$ cat src/rtl/router_rr_scheduler.sv
// Purpose : round-robin scheduler feeding one 1-to-4 address-routed datapath
//           from NUM_REQ valid/ready requesters through a one-entry output slot.
// Latency : a word accepted at edge N is on din/addr/din_en after edge N.
// Backpr. : the slot holds until dst_ready[addr]; while it holds, req_ready is 0.
//           A drain and a new grant can happen on the same edge (1 word/cycle).
//
// Ports:
//   clk, resetn             rising-edge clock, async active-low reset
//   req_valid/req_ready     per-requester handshake (req_ready is one-hot)
//   req_data, req_addr      packed per-requester word and 2-bit destination
//   dst_ready               per-destination ready from the router outputs
//   din, din_en, addr       registered slot contents driven to the router
//   rr_ptr                  current highest-priority requester (debug)
module router_rr_scheduler #(
  parameter  int DATA_WIDTH = 32,
  parameter  int NUM_REQ    = 4,
  localparam int PTR_W      = $clog2(NUM_REQ)
) (
  input  logic                          clk,
  input  logic                          resetn,
  input  logic [NUM_REQ-1:0]            req_valid,
  input  logic [NUM_REQ*DATA_WIDTH-1:0] req_data,
  input  logic [NUM_REQ*2-1:0]          req_addr,
  output logic [NUM_REQ-1:0]            req_ready,
  input  logic [3:0]                    dst_ready,
  output logic [DATA_WIDTH-1:0]         din,
  output logic                          din_en,
  output logic [1:0]                    addr,
  output logic [PTR_W-1:0]              rr_ptr
);

  localparam logic [PTR_W-1:0] LAST = PTR_W'(NUM_REQ - 1);

  typedef enum logic {EMPTY = 1'b0, FULL = 1'b1} state_t;

  state_t                  state;
  logic                    drain;
  logic                    open;
  logic [NUM_REQ-1:0]      grant;
  logic [PTR_W-1:0]        idx;
  logic [PTR_W-1:0]        win_idx;
  logic [PTR_W-1:0]        nxt_ptr;
  logic                    found;
  logic [DATA_WIDTH-1:0]   sel_data;
  logic [1:0]              sel_addr;

  // Only the addressed destination's ready matters.
  assign drain = (state == FULL) && dst_ready[addr];
  assign open  = (state == EMPTY) || drain;

  // Rotating search from rr_ptr, wrapping at NUM_REQ (which need not be a
  // power of two, so the wrap is explicit rather than modular overflow).
  always_comb begin
    grant   = '0;
    win_idx = '0;
    found   = 1'b0;
    idx     = rr_ptr;
    if (open) begin
      for (int k = 0; k < NUM_REQ; k++) begin
        if (!found && req_valid[idx]) begin
          found        = 1'b1;
          grant[idx]   = 1'b1;
          win_idx      = idx;
        end
        idx = (idx == LAST) ? '0 : idx + PTR_W'(1);
      end
    end
  end

  assign nxt_ptr = (win_idx == LAST) ? '0 : win_idx + PTR_W'(1);

  // The state registers already sit in reset, which alone would open the
  // accept window; gate grants so no requester sees an acceptance in reset.
  assign req_ready = grant & {NUM_REQ{resetn}};

  always_comb begin
    sel_data = '0;
    sel_addr = '0;
    for (int i = 0; i < NUM_REQ; i++) begin
      if (grant[i]) begin
        sel_data = req_data[i*DATA_WIDTH +: DATA_WIDTH];
        sel_addr = req_addr[i*2 +: 2];
      end
    end
  end

  always_ff @(posedge clk or negedge resetn) begin
    if (!resetn) begin
      state  <= EMPTY;
      din    <= '0;
      addr   <= '0;
      rr_ptr <= '0;
    end else if (found) begin
      // Covers both an empty slot and drain+reload in the same cycle.
      state  <= FULL;
      din    <= sel_data;
      addr   <= sel_addr;
      rr_ptr <= nxt_ptr;
    end else if (drain) begin
      state  <= EMPTY;
      din    <= '0;
      addr   <= '0;
    end
  end

  assign din_en = (state == FULL);

endmodule

$ cat config.mk
export PLATFORM = sky130hd
export DESIGN_NAME = router_rr_scheduler
export DESIGN_NICKNAME = d
export VERILOG_FILES = /design/src/rtl/router_rr_scheduler.sv
export SDC_FILE = /design/constraint.sdc
export NUM_CORES = 1
export LEC_CHECK = 0
export CELL_PAD_IN_SITES_DETAIL_PLACEMENT = 1
export CELL_PAD_IN_SITES_GLOBAL_PLACEMENT = 1
export CORE_MARGIN = 2
export CORE_UTILIZATION = 25
export DETAILED_ROUTE_END_ITERATION = 8
export PLACE_DENSITY = 0.78
export SLEW_MARGIN = 20
export SYNTH_ARGS = -nofsm -noshare
export SYNTH_HDL_FRONTEND = slang
export SYNTH_SLANG_ARGS = --single-unit
$ cat constraint.sdc
create_clock -name clk -period 3.3 [get_ports clk]
set_input_delay 0.495 -clock clk [delete_from_list [all_inputs] [get_ports clk]]
set_output_delay 0.495 -clock clk [all_outputs]
set_load 0.005 [all_outputs]
==> out/metrics.csv <==
metric,value,unit
grt_usage,0.2004,
syn_area,0.003194,mm²
ir_drop,0.3507,mV
cp_max_fo,19,
end_kind,flip-flop,
arrival,3.34,ns
tightest_slew,0.6723,ns
worstSkewPairLatency,0.28,ns
powerDensity,929.9,mW/mm²
vias_per_cell,5.449,
relSlewSlack,0.5507,
synth_edf_count,0,
fin_hold_ws,0.3368,ns
worst_ep_required_time,3.44,ns
async_flop_share,1.000,
grt_pass1_wl,21090,µm
rr_startpoint,rr_ptr[0],
slowest_stage,or4_4,
period_share,0.9709,
drtAntennaViolNets,0,
synth_seq_cells,37,
p_leak,2.097,nW
switching_share,0.4581,
fmax,312.1,MHz
synth_ff_type,dfrtp_1,
finClkSkew,0.006548,ns
drive_above_1_share,0.2541,
max_stage_delay,0.54,ns
multiInputGateArea,0.002044,mm²
overflow,0,
yosysUniqueCellTypes,56,
reg2reg_depth,11,
cap_violations,0,
status,"finished, final reports clean",
die-height,117.0,µm
synth_top_area_share,0.2899,
slew_viol_final,0,
grt_max_degree,69,
cp_top_family,buffers and inverters,
nNetsFinal,645,
combinationalPowerShare,0.770,
crit_type,primary input to flip-flop,
ys_seq_area_frac,0.2899,
n_antenna_cell,0,
min_period,3.204,ns
start_util,0.2542,
clk_pin_slew,0.06,ns
final_core_util,0.4475,
p_seq_frac,0.136,
cts_tree,built,
clkPwrFrac,0.094,
wl_per_cell,21.40,µm
coreArea,0.01257,mm²
r2r-end,din[23],
antenna_found_initial,1,
rows,41,
synthCells,282,
path_buf_inv,4,
cts.sink_count,37,
drt_iter0_markers,288,
cp-start-kind,primary input,
setup_viol,0,
reg2reg_slack,0.15,ns
hold_class,primary input to async pin,
cts-root-buf,clkbuf_16,
intPower,2.834,mW
hpwl,10390,µm
layout.cells.most_common_list,"clkdlybuf4s50_1 (179), buf_4 (41), dfrtp_1 (37)",
die_width,117.0,µm
finalWorstSetupSlack,0.09593,ns
wl,14210,µm
hold_viol,0,
nFillCells,1385,
crit_start,req_valid[1],
vias,3618,
critical_path_depth,11,
cp_cell_sequence,"clkdlybuf4s50_1, mux2_4, or4_4, a31oi_4, and2_4, buf_4, nor4_4, buf_4, buf_12, a222oi_1, a22oi_2",
synth-warning-count,0,
areaGrowthSynthToFinish,76.07,%
cts_htree_levels,2,
io_pins,187,
yosysTopAreaCell,dfrtp_1,
clock_path_buffers,2,
numCtsBuffers,5,
cts_hold_buf,0,
synth_area_leaders,"dfrtp_1 (29%), a22oi_2 (12%), a222oi_1 (11%)",
crit_end,din[23],
final_common_cell,clkdlybuf4s50_1,
p_switching,2.396,mW
dieArea,0.01370,mm²
place_ws,-0.3899,ns
area.sequential,925.9,µm²
syn-num-nets,435,
grt_pass1_vias,3866,
crit_top_cell,buf_4,
place.gp.congestion,0.8470,
drc_errors,0,
portBuffers,186,
avgSynthCellArea,11.33,µm²
drt_pre_antenna_iters,6,
flip-flops by register name, indices dropped and copies added, names as in the netlist:
| register | flops |
|---|---|
| din | 32 |
| addr | 2 |
| din_en | 1 |
| rr_ptr | 2 |
cells in the mapped netlist (all sizes together), types with 2 or more instances:
cell,count
nor3,2
a21o,3
buf,26
nand2b,3
nor2,8
mux2i,2
clkbuf,5
a21oi,2
a211oi,2
a22oi,34
dfrtp,37
a222oi,34
o21a,3
or3,2
o221ai,35
nor4,2
inv,3
a221oi,4
mux4,4
nor2b,2
a22o,4
nand2,36
o21ai,5
ha,7
through the flow:
stage	area, µm²	power [mW]	std cells	setup TNS (ns)
after floorplan	3194	3.264	282	0
after global placement	5334	4.386	645	-5.511
after detailed placement	5334	4.540	645	-10.40
after CTS	5624	5.264	665	0
after global routing	5624	5.592	664	-0.04063
final	5624	5.230	664	0
kinds of logic (layout without fill, tap and decap cells):
group | count (synthesis) | count (layout) | synth area share
AOI/OAI and AO/OA | 132 | 132 | 0.4426
buffers and inverters | 35 | 244 | 0.09165
adders and majority gates | 7 | 7 | 0.02742
muxes | 7 | 7 | 0.03917
DFF | 37 | 37 | 0.2899
and+or+nand+nor | 64 | 65 | 0.1093
what timing repair did:
action	CTS	global route
setup buffers	12	1
setup endpoints to repair	38	29
gates cloned	1	0
pin swaps	7	5
gates resized for setup	16	1
how the worst min path moves through the flow:
stage,start,endpoint,cells past startpoint
3_5_place_dp,din[11],din[11],2
6_report,resetn,rr_ptr[1],2
5_1_grt,resetn,rr_ptr[0],2
3_3_place_gp,din[8],din[8],2
4_1_cts,resetn,rr_ptr[1],2
2_1_floorplan,resetn,addr[0],0
worst register-to-register path: stages (launching register included):
cell and delay, ns:
dfrtp_1 0.37, buf_4 0.26, mux2_4 0.36, or4_4 0.54, a31oi_4 0.26, and2_4 0.21
buf_4 0.12, nor4_4 0.04, buf_4 0.18, buf_12 0.16, a222oi_1 0.42, a22oi_2 0.10
layout make-up:
type | instances | share of cell area
Sequential cell | 37 | 0.1646
Inverter | 3 | 0.002002
Tap cell | 172 | 0.03826
Timing Repair Buffer | 234 | 0.4056
Clock inverter | 1 | 0.001335
Clock buffer | 6 | 0.02469
Multi-Input combinational cell | 211 | 0.3635
power groups by stage:
stage / logic (mW) / registers, mW / clock network [mW]
2_1_floorplan: 2.54 / 0.726 / 0
3_3_place_gp: 3.67 / 0.712 / 0
3_5_place_dp: 3.82 / 0.724 / 0
4_1_cts: 4.04 / 0.710 / 0.509
5_1_grt: 4.33 / 0.731 / 0.529
6_report: 4.03 / 0.711 / 0.492
metal layers:
metal,wire [µm],global-route usage
met5,0,0
met4,302,0.05569
met3,875,0.02832
met2,7475,0.3750
met1,5557,0.2384
(Power assumes the default switching activity.)
